## src/rtl/fifo_word_packer_if.sv

```systemverilog
// rtl/fifo_word_packer_if.sv - FIFO drain side and packed-word stream of fifo_word_packer
interface fifo_word_packer_if #(
  parameter int width = 8,
  parameter int ratio = 4
);
  localparam int CW = $clog2(ratio) + 1;

  logic [width-1:0]       fifo_dout;
  logic                   fifo_empty;
  logic                   fifo_read_en;
  logic [width*ratio-1:0] out_data;
  logic [CW-1:0]          out_count;
  logic                   out_valid;
  logic                   out_ready;

  modport master (
    input  fifo_dout, fifo_empty, out_ready,
    output fifo_read_en, out_data, out_count, out_valid
  );

  modport slave (
    output fifo_dout, fifo_empty, out_ready,
    input  fifo_read_en, out_data, out_count, out_valid
  );
endinterface

```

## src/rtl/fifo_word_packer.sv

```systemverilog
// rtl/fifo_word_packer.sv - packs ratio show-ahead FIFO words into one wide word
// Optional idle-timeout partial flush is built when PACKER_FLUSH_EN is defined.
module fifo_word_packer #(
  parameter int width   = 8,
  parameter int ratio   = 4,
  parameter int timeout = 15
) (
  input  logic clk,
  input  logic reset_n,
  fifo_word_packer_if.master bus
);
  localparam int IW = $clog2(ratio);
  localparam int CW = $clog2(ratio) + 1;

  localparam logic [0:0] FILL = 1'b0;
  localparam logic [0:0] HOLD = 1'b1;

  if (ratio < 2 || timeout < 1) begin : g_bad_param
    $error("fifo_word_packer: ratio must be >= 2 and timeout >= 1");
  end

  logic [0:0]             state;
  logic [IW-1:0]          idx;
  logic [width*ratio-1:0] data_q;
  logic [CW-1:0]          count_q;
  logic                   valid_q;
  logic                   pop;
  logic                   last;

  assign pop  = (state == FILL) && !bus.fifo_empty && reset_n;
  assign last = (idx == IW'(ratio - 1));

  assign bus.fifo_read_en = pop;
  assign bus.out_data     = data_q;
  assign bus.out_count    = count_q;
  assign bus.out_valid    = valid_q;

`ifdef PACKER_FLUSH_EN
  localparam int TW = $clog2(timeout + 1);

  logic [TW-1:0] idle;
  logic          idle_cyc;
  logic          flush;

  // A flush fires on the edge where the idle count would reach timeout.
  assign idle_cyc = (state == FILL) && !pop && (idx != '0);
  assign flush    = idle_cyc && (idle == TW'(timeout - 1));

  always_ff @(posedge clk or negedge reset_n) begin
    if (!reset_n) begin
      idle <= '0;
    end else if (pop || flush || state == HOLD) begin
      idle <= '0;
    end else if (idle_cyc) begin
      idle <= idle + TW'(1);
    end
  end
`endif

  always_ff @(posedge clk or negedge reset_n) begin
    if (!reset_n) begin
      state   <= FILL;
      idx     <= '0;
      data_q  <= '0;
      count_q <= '0;
      valid_q <= 1'b0;
    end else begin
      case (state)
        FILL: begin
          if (pop) begin
            data_q[idx*width +: width] <= bus.fifo_dout;
            if (last) begin
              state   <= HOLD;
              count_q <= CW'(ratio);
              valid_q <= 1'b1;
              idx     <= '0;
            end else begin
              idx <= idx + IW'(1);
            end
          end
`ifdef PACKER_FLUSH_EN
          else if (flush) begin
            state   <= HOLD;
            count_q <= CW'(idx);
            valid_q <= 1'b1;
            idx     <= '0;
          end
`endif
        end
        HOLD: begin
          if (bus.out_ready) begin
            state   <= FILL;
            data_q  <= '0;
            count_q <= '0;
            valid_q <= 1'b0;
          end
        end
        default: state <= FILL;
      endcase
    end
  end
endmodule

```

## src/flat_wrapper.sv

```systemverilog
// flat-port wrapper written by rule: the top's interface ports become plain ports
module fifo_word_packer_flat 
#(
  parameter int width   = 8,
  parameter int ratio   = 4,
  parameter int timeout = 15
)
  (clk, reset_n, bus_fifo_dout, bus_fifo_empty, bus_out_ready, bus_fifo_read_en, bus_out_data, bus_out_count, bus_out_valid);
  fifo_word_packer_if #(.width(width), .ratio(ratio)) bus_i ();
  input  logic clk;
  input  logic reset_n;
  input wire logic [$bits(bus_i.fifo_dout)-1:0] bus_fifo_dout;
  input wire logic [$bits(bus_i.fifo_empty)-1:0] bus_fifo_empty;
  input wire logic [$bits(bus_i.out_ready)-1:0] bus_out_ready;
  output wire logic [$bits(bus_i.fifo_read_en)-1:0] bus_fifo_read_en;
  output wire logic [$bits(bus_i.out_data)-1:0] bus_out_data;
  output wire logic [$bits(bus_i.out_count)-1:0] bus_out_count;
  output wire logic [$bits(bus_i.out_valid)-1:0] bus_out_valid;
  assign bus_i.fifo_dout = bus_fifo_dout;
  assign bus_i.fifo_empty = bus_fifo_empty;
  assign bus_i.out_ready = bus_out_ready;
  assign bus_fifo_read_en = bus_i.fifo_read_en;
  assign bus_out_data = bus_i.out_data;
  assign bus_out_count = bus_i.out_count;
  assign bus_out_valid = bus_i.out_valid;
  fifo_word_packer #(.width(width), .ratio(ratio), .timeout(timeout)) u_core (.clk(clk), .reset_n(reset_n), .bus(bus_i));
endmodule
```

## config.mk

```make
export PLATFORM = sky130hd
export DESIGN_NAME = fifo_word_packer_flat
export DESIGN_NICKNAME = d
export VERILOG_FILES = /design/src/rtl/fifo_word_packer_if.sv /design/src/rtl/fifo_word_packer.sv /design/src/flat_wrapper.sv
export SDC_FILE = /design/constraint.sdc
export NUM_CORES = 1
export LEC_CHECK = 0
export ABC_AREA = 1
export CAP_MARGIN = 20
export CORE_MARGIN = 2
export CORE_UTILIZATION = 43
export DETAILED_ROUTE_END_ITERATION = 16
export PLACE_DENSITY = 0.75
export SETUP_SLACK_MARGIN = 0.3
export SLEW_MARGIN = 20
export SYNTH_ARGS = -nofsm -noshare
export SYNTH_HDL_FRONTEND = slang
export SYNTH_SLANG_ARGS = --single-unit
```

## constraint.sdc

```tcl
create_clock -name clk -period 1.6 [get_ports clk]
set_input_delay 0.32 -clock clk [delete_from_list [all_inputs] [get_ports clk]]
set_output_delay 0.32 -clock clk [all_outputs]
set_load 0.02 [all_outputs]
```

==> After elaboration in Yosys (flattened, before gate mapping) <==
Index checks and enable logic that the tools add are counted.
{ "op_classes": {"n_shift": 2, "addsub": 2, "reduce_logical": 6, "n_eq_ne": 4, "bitwise_logic": 1, "mux": 17} }
{ "ops": {"columns": ["op", "n"], "rows": [
  ["$mux 32", 2],
  ["$pmux 32 s2", 1],
  ["$neg 5->34", 1],
  ["$shift 8x34->32 const A", 1],
  ["$shiftx 8x34->32", 1],
  ["$bwmux 32", 1],
  ["$mux 3", 3],
  ["$mux 1", 6],
  ["$pmux 3 s2", 1],
  ["$ne 2x2->1 const B", 2],
  ["$pmux 1 s2", 2],
  ["$reduce_and 2->1", 2],
  ["$reduce_and 3->1", 1],
  ["$add 2x1->2 const B", 1],
  ["$eq 2x2->1 const B", 1],
  ["$logic_and 1x1->1", 2],
  ["$mux 2", 1],
  ["$ne 2x1->1 const B", 1],
  ["$logic_not 1->1", 1],
  ["$not 1->1", 1]
]} }
{ "totals": {"out_inout_bits": 37, "ff_bits": 39, "wordCells": 37, "input_bits": 12} }

==> Longest topological paths before layout <==
Gate-level depths: netlist (run 1).
{ "depth": {"word_depth": 5, "ltp_mapped": 9, "ltp_nobuf": 8} }

==> Least setup slack after synthesis (run 1) <==
No wires, ideal clock.
{ "synth_path": {"kind": "register to register", "from": "reg u_core.idx[0]", "to": "reg u_core.data_q[16], in the netlist u_core.bus.out_data[16]", "stages_incl_launch_ff": 10, "period_less_slack_ns": 1.656, "arrival_time_ns": 1.592, "n_path_buf": 1, "setup_time_ns": 0.065, "setup_slack_ns": -0.056, "t_required_ns": 1.535, "path_cell_list": "dfrtp_1 > buf_2 > inv_1 > ha_1 > inv_1 > nor2_1 > nand3_1 > nor2_1 > nand2_1 > nand2_1"} }
{ "synth_via": {"elab_chain_cells": 5} }
{ "synth_rtl": {"columns": ["item", "line_no", "source"], "rows": [
  ["start: declaration", "fifo_word_packer.sv:23", "logic [IW-1:0] idx;"],
  ["start signal: assignment", "fifo_word_packer.sv:78", "idx <= idx + IW'(1);"],
  ["$neg 5->34 (*)", "fifo_word_packer.sv:71", "data_q[idx*width +: width] <= bus.fifo_dout;"],
  ["$shiftx 8x34->32 or $shift 8x34->32 (tied branches)", "fifo_word_packer.sv:71", null],
  ["$bwmux 32 (*)", "fifo_word_packer.sv:71", null],
  ["$mux 32 (*)", "fifo_word_packer.sv:70", "if (pop) begin"],
  ["$pmux 32 s2 (*)", "fifo_word_packer.sv:68", "case (state)"],
  ["end signal: indexed assignment", "fifo_word_packer.sv:71", null],
  ["end: declaration", "fifo_word_packer.sv:24", "logic [width*ratio-1:0] data_q;"]
]} }
Every way passes the cells marked *; elsewhere a longest branch is shown, timed or not. The select of a mux whose other input is x is not followed.
A chain may end at the register's enable or synchronous reset.

==> Worst setup path after layout (run 1) <==
{ "layout_path": {"from": "reg u_core.idx[0]", "to": "reg u_core.data_q[18], in the netlist u_core.bus.out_data[18]"} }
Same word-level chain as after synthesis.

==> impl_metrics.yaml, run 1 <==
run_status:
  status: "complete, no violations"
cells_and_area:
  fillerInstances: 345
  multiInputGateArea_um2: 1039
  utilization: 0.6404
  regArea_um2: 902.1
  area_delta_synth_final_pct: 42.11
  final_cell_mix: "91 x nand2_1, 35 x dfrtp_1, 29 x clkbuf_2, 13 x nor2_1"
  diodes: 0
  final_common_cell: "nand2_1"
  fin_nets: 308
  layout-drive-gt1-share: 0.3897
grt:
  track_usage: 0.2063
  grt_max_degree: 37
  grt_pass1_wl_mm: 7.203
  grt_pass1_vias: 1561
  grt_overflow_total: 0
  grt_antenna_before_repair: 0
worst_setup_path:
  path_cells: "inv_4, ha_4, inv_4, nor2_4, nand3_4, nor2_2, nand2_1, nand2_1"
  path_buf_inv: 2
  crit_type: "reg2reg"
  required_ns: 1.83
  cp-end-kind: "register"
  path_delay_family: "simple AND/OR/NAND/NOR gates"
  crit_arrival_ns: 1.60
  cp_slowest_cell: "dfrtp_2"
  rrSetupSlack_ns: 0.22
  slowest_delay_ns: 0.41
  cp_max_fo: 8
  start_kind: "register"
routing:
  ant_nets: 0
  vias_per_cell: 4.918
  num_vias: 1672
  route.detailed.drc: 0
  firstDrtPassIters: 4
  avgRoutedWirePerCell_um: 13.35
  drt_iter0_drc: 102
  wirelength_mm: 4.540
place:
  dp_hpwl_mm: 3.068
  io_buffer_count: 46
  gp_congestion: 0.8616
synth:
  ys_ff_latch: 36
  ys_types: 18
  syn_inst: 226
  seq_area_frac_synth: 0.4962
  yosys_warnings: 0
  synth.avg_cell_area_um2: 8.033
  netlist_area_um2: 1815
pwr:
  vdd_drop_max_mv: 0.7170
  power_density_nw_per_um2: 1639
  leakage_uw: 0.001375
floorplanning:
  dieArea_um2: 4758
  die_h_um: 68.98
  rows: 23
  fp.dieW_um: 68.98
  start_util: 0.4506
  core_area_um2: 4029
  pin_count: 49
sta:
  hold_violations: 0
  slew_violations: 0
  clock.fmax_ghz: 0.7261
  fin_crit_sh: 0.8607
  setup_violations: 0
  rsz0062_at_grt: "yes"
  holdWs_ns: 0.1201
  skew_ns: 0.003133
  period_minus_slack_ns: 1.377
cts:
  h-tree-depth: 2
  clock-sinks: 36
  cts_buffers: 5
  clkSlewWorstSetupHoldPaths_ns: 0.06
  cts_hold_buf: 0
  cts_tree: "done"
  root_buffer: "clkbuf_8"
  clk_path_buf_depth: 2
  clk_latency_ns: 0.29
min_path:
  hold_path_class: "in2async"
flow_run:
  max_cap_viol_count: 0
-- path summary, 6_finish.rpt --
path                                                     start                                   to  cells after the start
max                                  u_core.idx[0]$_DFFE_PN0P_  u_core.bus.out_data[18]$_DFFE_PN0P_                      8
min                                                    reset_n  u_core.bus.out_data[10]$_DFFE_PN0P_                      2
max reg2reg                          u_core.idx[0]$_DFFE_PN0P_  u_core.bus.out_data[18]$_DFFE_PN0P_                      8
min reg2reg                u_core.bus.out_data[11]$_DFFE_PN0P_  u_core.bus.out_data[11]$_DFFE_PN0P_                      2
max in group asynchronous                              reset_n            u_core.idx[0]$_DFFE_PN0P_                      2
min in group clk           u_core.bus.out_data[11]$_DFFE_PN0P_  u_core.bus.out_data[11]$_DFFE_PN0P_                      2
-- timing repair --
item / 4_1_cts / 5_1_grt
pin swaps: 4 / 18
gates resized for setup: 92 / 74
setup endpoints to repair: 67 / 63
cloned: 0 / 1
setup buffers: 3 / 4
-- through the flow --
stage | setup TNS (ns) | worst slack (ns) | instances | total power [µW] | area, µm²
2_1_floorplan | 0 | 0.1778 | 227 | 2559 | 1848
3_3_place_gp | -0.3147 | -0.3147 | 325 | 3240 | 2377
3_5_place_dp | -0.3119 | -0.3119 | 325 | 3275 | 2377
4_1_cts | 0 | 0.2275 | 335 | 3914 | 2520
5_1_grt | 0 | 0.1249 | 340 | 4540 | 2580
6_report | 0 | 0.2229 | 340 | 4230 | 2580
-- cell type report --
cell class	instances	share of cell area
Inverter	19	0.03395
Multi-Input combinational cell	169	0.4025
Clock buffer	6	0.02813
Tap cell	50	0.02425
Clock inverter	1	0.001940
Timing Repair Buffer	59	0.1596
Sequential cell	36	0.3497
-- report_power, final --
part / internal (µW) / switching, µW / leakage (µW)
Clock: 295 / 298 / 0.0000410
Sequential: 1150 / 156 / 0.000489
Combinational: 827 / 1500 / 0.000845
-- cell families (layout without fill, tap and decap cells) --
logic type                 count (synthesis)  in the layout  synth area share
AOI/OAI and AO/OA                          6              6           0.02895
adders and majority gates                  6              6           0.04135
buffers and inverters                     23             85           0.05444
DFF                                       36             36            0.4962
other                                      1              2          0.002066
and+or+nand+nor                          154            155            0.3770
-- Yosys cell counts --
| cell | instances | area [µm²] |
|---|---|---|
| a21oi_1 | 2 | 10.01 |
| a21oi_4 | 2 | 32.53 |
| buf_2 | 1 | 5.000 |
| buf_4 | 3 | 22.52 |
| conb_1 | 1 | 3.750 |
| dfrtp_1 | 36 | 900.9 |
| ha_1 | 6 | 75.07 |
| inv_1 | 19 | 71.32 |
| nand2_1 | 92 | 345.3 |
| nand2_4 | 6 | 67.56 |
| nand2_8 | 1 | 20.02 |
| nand3_1 | 20 | 100.1 |
| nand3_2 | 1 | 10.01 |
| nor2_1 | 29 | 108.9 |
| nor2_2 | 1 | 6.260 |
| nor2_4 | 1 | 11.26 |
| nor3_1 | 3 | 15.01 |
| o21ai_0 | 2 | 10.01 |
-- routing by layer --
layer | global-route usage | vias up | routed length (µm)
met2 | 0.3353 | 71 | 2181
met4 | 0.04412 | 0 | 89
met5 | 0 | - | 0
met3 | 0.05519 | 10 | 344
li1 | - | 824 | -
met1 | 0.2765 | 767 | 1924
-- flip-flops by register name, indices dropped and copies added, names as in the netlist --
signal,count
u_core.bus.out_data,32
u_core.state,1
u_core.bus.out_count,1
u_core.idx,2
Power figures use the tool's default switching activity.
==> run 2: changes to the inputs <==
--- a/config.mk
+++ b/config.mk
@@ -7,7 +7,7 @@
 export LEC_CHECK = 0
 export ABC_AREA = 1
 export CAP_MARGIN = 20
-export CORE_MARGIN = 2
+export CORE_MARGIN = 1
 export CORE_UTILIZATION = 43
 export DETAILED_ROUTE_END_ITERATION = 16
 export PLACE_DENSITY = 0.75
==> run 2 against run 1 <==
Cell count up 0.29%. Via count down 0.78%. Worst setup slack worse by 0.050 ns. Combinational power about the same. Routed wire length down 3.9%. Die area down 5.7%. Clock power up 8.2%. Critical endpoint is now u_core.bus.out_data[22]$_DFFE_PN0P_.
==> impl_metrics.yaml, run 2 (synthesis results as in run 1) <==
cells_and_area:
  area_delta_synth_final_pct: 43.49
  fin_nets: 308
  layout-drive-gt1-share: 0.3230
  final_common_cell: "nand2_1"
  utilization: 0.6466
  largest_reg_flops: 32
  final_cell_mix: "91 x nand2_1, 36 x dfrtp_1, 20 x clkbuf_2, 18 x nand3_1, 13 x buf_4"
  final_area_um2: 2605
  diodes: 0
routing:
  wirelength_mm: 4.364
  route.detailed.drc: 0
  avgRoutedWirePerCell_um: 12.80
  firstDrtPassIters: 4
  num_vias: 1659
  ant_nets: 0
  drt_iter0_drc: 69
  vias_per_cell: 4.865
sta:
  holdWs_ns: 0.1254
  slew_violations: 0
  skew_ns: 0.005232
  clock.fmax_ghz: 0.7005
  rsz0062_at_grt: "yes"
  period_minus_slack_ns: 1.428
  hold_violations: 0
  fin_crit_sh: 0.8922
  setup_violations: 0
  tns_ns: 0
place:
  io_buffer_count: 46
  placed_cell_area_um2: 2377
  gp_congestion: 0.8572
  dp_hpwl_mm: 2.929
pwr:
  switching_share: 0.4492
  power_density_nw_per_um2: 1647
  p_int_uw: 2363
  seq_power_share: 0.303
  clockPowerShare: 0.150
  power.total_uw: 4291
  leakage_uw: 0.001379
  vdd_drop_max_mv: 0.8708
  p_comb_frac: 0.547
  p_sw_uw: 1928
min_path:
  hold_path_class: "in2async"
grt:
  grt_overflow_total: 0
  grt_max_degree: 37
  grt.busiest_layer: "met2"
  grt_util_met1: 0.2800
  track_usage: 0.2077
  grt_antenna_before_repair: 0
  grt_pass1_wl_mm: 6.900
  grt_pass1_vias: 1518
  grt_use_met3: 0.06164
  use_met2: 0.3270
worst_setup_path:
  r2r-start: "u_core.idx[1]$_DFFE_PN0P_"
  cp_slowest_cell: "dfrtp_1"
  cp_max_fo: 8
  cp-end-kind: "register"
  reg2reg_depth: 8
  path_depth: 8
  path_buf_inv: 2
  path_delay_family: "simple AND/OR/NAND/NOR gates"
  start_kind: "register"
  required_ns: 1.82
  slowest_delay_ns: 0.39
  critPathLaunch: "u_core.idx[1]$_DFFE_PN0P_"
  path_cells: "inv_2, ha_4, inv_2, nor2_4, nand3_4, nor2_1, nand2_1, nand2_1"
  crit_type: "reg2reg"
  crit_arrival_ns: 1.65
floorplanning:
  core_area_um2: 4029
  dieArea_um2: 4486
  start_util: 0.4506
  die_h_um: 66.98
  fp.dieW_um: 66.98
  pin_count: 49
  rows: 23
flow_run:
  max_cap_viol_count: 0
cts:
  clk_latency_ns: 0.28
  clkSlewWorstSetupHoldPaths_ns: 0.07
  cts_hold_buf: 0
  h-tree-depth: 2
  clk_path_buf_depth: 2
  root_buffer: "clkbuf_8"
  clock-sinks: 36
  cts_buffers: 5
  cts_tree: "done"
run_status:
  status: "complete, no violations"
-- run 2: changes by cell type in the layout (fill, tap and decap cells not counted), moves of 2 or more --
cell | before | now
inv_4 | 5 | 3
nand3_2 | 10 | 0
clkdlybuf4s15_1 | 0 | 10
inv_2 | 2 | 5
nor3_4 | 2 | 0
nor3_2 | 1 | 3
clkbuf_2 | 29 | 20
nand3_1 | 9 | 18
-- run 2: timing repair --
item,4_1_cts,5_1_grt
pin swaps,5,11
setup buffers,5,3
resized for setup,93,52
endpoints found under the setup margin,62,57
-- run 2: final timing paths --
path,end,slack (ns)
hold reg to reg,u_core.bus.out_data[13]$_DFFE_PN0P_,0.47
setup / recovery,u_core.bus.out_data[22]$_DFFE_PN0P_,0.17
min in group clk,u_core.bus.out_data[13]$_DFFE_PN0P_,0.47
setup reg to reg,u_core.bus.out_data[22]$_DFFE_PN0P_,0.17
max in group asynchronous,u_core.bus.out_data[30]$_DFFE_PN0P_,1.15
hold / removal,u_core.state$_DFF_PN0_,0.13
-- run 2: per-stage QoR --
stage	instances	worst slack (ns)
after detailed placement	325	-0.3208
final	341	0.1725
after global routing	341	0.09376
after global placement	325	-0.3152
after floorplan	227	0.1778
after CTS	338	0.1364
-- run 2: metal layers --
metal | up-vias | part of all wire
li1 | 826 | -
met1 | 778 | 0.47
met2 | 49 | 0.47
met3 | 6 | 0.052
met4 | 0 | 0.0092
met5 | - | 0
-- run 2: power by group through the flow --
stage	Combinational (µW)	Clock, µW	Sequential, µW
after floorplan	986	0	1570
after global placement	1920	0	1310
after detailed placement	1960	0	1310
after CTS	2170	662	1300
after global routing	2530	701	1330
final	2350	643	1300
-- run 2: area by class of cell --
cell class	instances	area, µm²
Inverter	19	82.58
Tap cell	50	62.56
Fill cell	352	1424
Sequential cell	36	900.9
Timing Repair Buffer	60	473.0
Multi-Input combinational cell	168	996.0
Clock buffer	8	90.09
==> run 3: changes to the inputs <==
--- a/config.mk
+++ b/config.mk
@@ -8,9 +8,9 @@
 export ABC_AREA = 1
 export CAP_MARGIN = 20
 export CORE_MARGIN = 1
-export CORE_UTILIZATION = 43
+export CORE_UTILIZATION = 48
 export DETAILED_ROUTE_END_ITERATION = 16
-export PLACE_DENSITY = 0.75
+export PLACE_DENSITY = 0.79
 export SETUP_SLACK_MARGIN = 0.3
 export SLEW_MARGIN = 20
 export SYNTH_ARGS = -nofsm -noshare
==> constraint.sdc (replaced) <==
create_clock -name clk -period 1.38 [get_ports clk]
set_input_delay 0.276 -clock clk [delete_from_list [all_inputs] [get_ports clk]]
set_output_delay 0.276 -clock clk [all_outputs]
set_load 0.02 [all_outputs]
==> run 3 against run 2 <==
The flow now finishes with violations (negative setup slack). Critical path depth is 1 lower. Routed wire length grew 29%. Flip-flop and latch count unchanged. Worst hold slack got worse by 0.056 ns. Register-to-register slack worse by 0.27 ns. Combinational power grew 50%. Non-clock buffer count rose by 21. Sequential power increased by 21%. Cell count rose by 5.6%. Critical path type unchanged. Largest power group unchanged. Highest routed layer unchanged.
==> impl_metrics.yaml, run 3 (synthesis results as in run 1) <==
grt:
  grt_pass1_wl_mm: 8.349
  track_usage: 0.2716
  grt_overflow_total: 0
  grt_antenna_before_repair: 0
  grt_max_degree: 37
  grt_pass1_vias: 1763
pwr:
  leakage_uw: 0.001567
  power_density_nw_per_um2: 1932
  seq_power_share: 0.267
  p_sw_uw: 2646
  p_comb_frac: 0.599
  p_int_uw: 3230
  switching_share: 0.4503
  vdd_drop_max_mv: 1.517
  clockPowerShare: 0.134
routing:
  avgRoutedWirePerCell_um: 15.67
  vias_per_cell: 5.172
  drt_iter0_drc: 121
  route.detailed.drc: 0
  wirelength_mm: 5.642
  ant_nets: 0
  firstDrtPassIters: 4
  num_vias: 1862
place:
  gp_congestion: 0.8923
  dp_hpwl_mm: 2.862
  dp_slack_ns: -0.4597
  placed_cell_area_um2: 2424
  io_buffer_count: 46
worst_setup_path:
  cp-end-kind: "register"
  critPathLaunch: "u_core.idx[1]$_DFFE_PN0P_"
  rrSetupSlack_ns: -0.09
  crit_type: "reg2reg"
  required_ns: 1.62
  cp_max_fo: 6
  crit_arrival_ns: 1.71
  r2r-start: "u_core.idx[1]$_DFFE_PN0P_"
  start_kind: "register"
cts:
  cts_tree: "done"
  clock-sinks: 36
  clk_latency_ns: 0.30
  cts_buffers: 5
  cts_hold_buf: 0
  clk_path_buf_depth: 2
  clkSlewWorstSetupHoldPaths_ns: 0.07
  root_buffer: "clkbuf_8"
  h-tree-depth: 2
min_path:
  hold_path_class: "in2async"
sta:
  skew_ns: 0.001459
  rsz0062_at_grt: "yes"
  fin_crit_sh: 1.067
  clock.fmax_ghz: 0.6789
  period_minus_slack_ns: 1.473
  slew_violations: 0
  worst_slack_ns: -0.09299
  hold_violations: 0
  holdWs_ns: 0.06931
  setup_violations: 21
floorplanning:
  start_util: 0.5234
  dieArea_um2: 4032
  fp.dieW_um: 63.50
  die_h_um: 63.50
  rows: 21
  pin_count: 49
  core_area_um2: 3468
cells_and_area:
  final_cell_mix: "89 x nand2_1, 39 x buf_6, 34 x dfrtp_1, 30 x buf_4, 15 x nor2_2"
  largest_reg_flops: 32
  layout-drive-gt1-share: 0.4809
  area_delta_synth_final_pct: 67.54
  final_area_um2: 3042
  final_common_cell: "nand2_1"
  fin_nets: 331
  diodes: 0
flow_run:
  max_cap_viol_count: 0
run_status:
  status: "finished, violations left"
  violations: "negative setup slack"
[run 3: cell count changes in the layout (fill, tap and decap cells not counted), moves of 3 or more]
cell / change
nor2_1: -6
nand3_2: +11
clkdlybuf4s15_2: -4
nand3_1: -11
clkdlybuf4s15_1: -10
nor2_4: +4
clkbuf_2: -20
nor2_2: +3
buf_6: +37
buf_4: +17
[run 3: power groups by stage]
| stage | clock network [µW] | registers [µW] | logic, µW |
|---|---|---|---|
| 6_report | 785 | 1570 | 3520 |
| 3_3_place_gp | 0 | 1530 | 2300 |
| 5_1_grt | 836 | 1600 | 3720 |
| 4_1_cts | 791 | 1550 | 2950 |
| 2_1_floorplan | 0 | 1830 | 1160 |
| 3_5_place_dp | 0 | 1520 | 2340 |
[run 3: layout make-up]
type	count	area [µm²]
Multi-Input combinational cell	170	1119
Fill cell	170	426.7
Clock inverter	2	10.01
Tap cell	46	57.56
Inverter	19	81.33
Clock buffer	6	82.58
Timing Repair Buffer	81	788.3
Sequential cell	36	903.4
[run 3: critical path, stage by stage, from the launching register on]
cell and delay [ns]:
dfrtp_1 0.40, inv_2 0.09, ha_2 0.21, inv_2 0.17, nand3_1 0.20, nor2_2 0.18
nand2_1 0.09, nand2_1 0.07
[run 3: layer usage]
| metal | share of wire | routed length [µm] | vias to the layer above | GRT usage |
|---|---|---|---|---|
| met2 | 0.49 | 2779 | 78 | 0.4322 |
| met3 | 0.060 | 341 | 22 | 0.07246 |
| li1 | - | - | 868 | - |
| met5 | 0 | 0 | - | 0 |
| met4 | 0.034 | 191 | 0 | 0.1392 |
| met1 | 0.41 | 2331 | 894 | 0.3360 |
[run 3: stage by stage]
stage                       util  instances  TNS [ns]  total power [µW]
after floorplan                -        227   -0.1439              2997
after global placement    0.6988        326    -5.775              3831
after detailed placement  0.6988        326    -6.305              3865
after CTS                 0.8128        348         0              5294
after global routing      0.8770        360    -1.642              6152
final                     0.8770        360   -0.5070              5876
[run 3: path summary, 6_finish.rpt]
path                       depth (start not counted)                             endpoint
hold / removal                                     2  u_core.bus.out_count[2]$_DFFE_PN0P_
setup reg to reg                                   7  u_core.bus.out_data[28]$_DFFE_PN0P_
setup / recovery                                   7  u_core.bus.out_data[28]$_DFFE_PN0P_
min in group clk                                   5            u_core.idx[0]$_DFFE_PN0P_
max in group asynchronous                          2            u_core.idx[0]$_DFFE_PN0P_
hold reg to reg                                    2  u_core.bus.out_data[14]$_DFFE_PN0P_
[run 3: what timing repair did]
action | 4_1_cts | 5_1_grt
endpoints found under the setup margin | 68 | 71
gates cloned | 2 | 0
pin swaps | 20 | 12
setup buffers | 12 | 12
resized for setup | 245 | 35
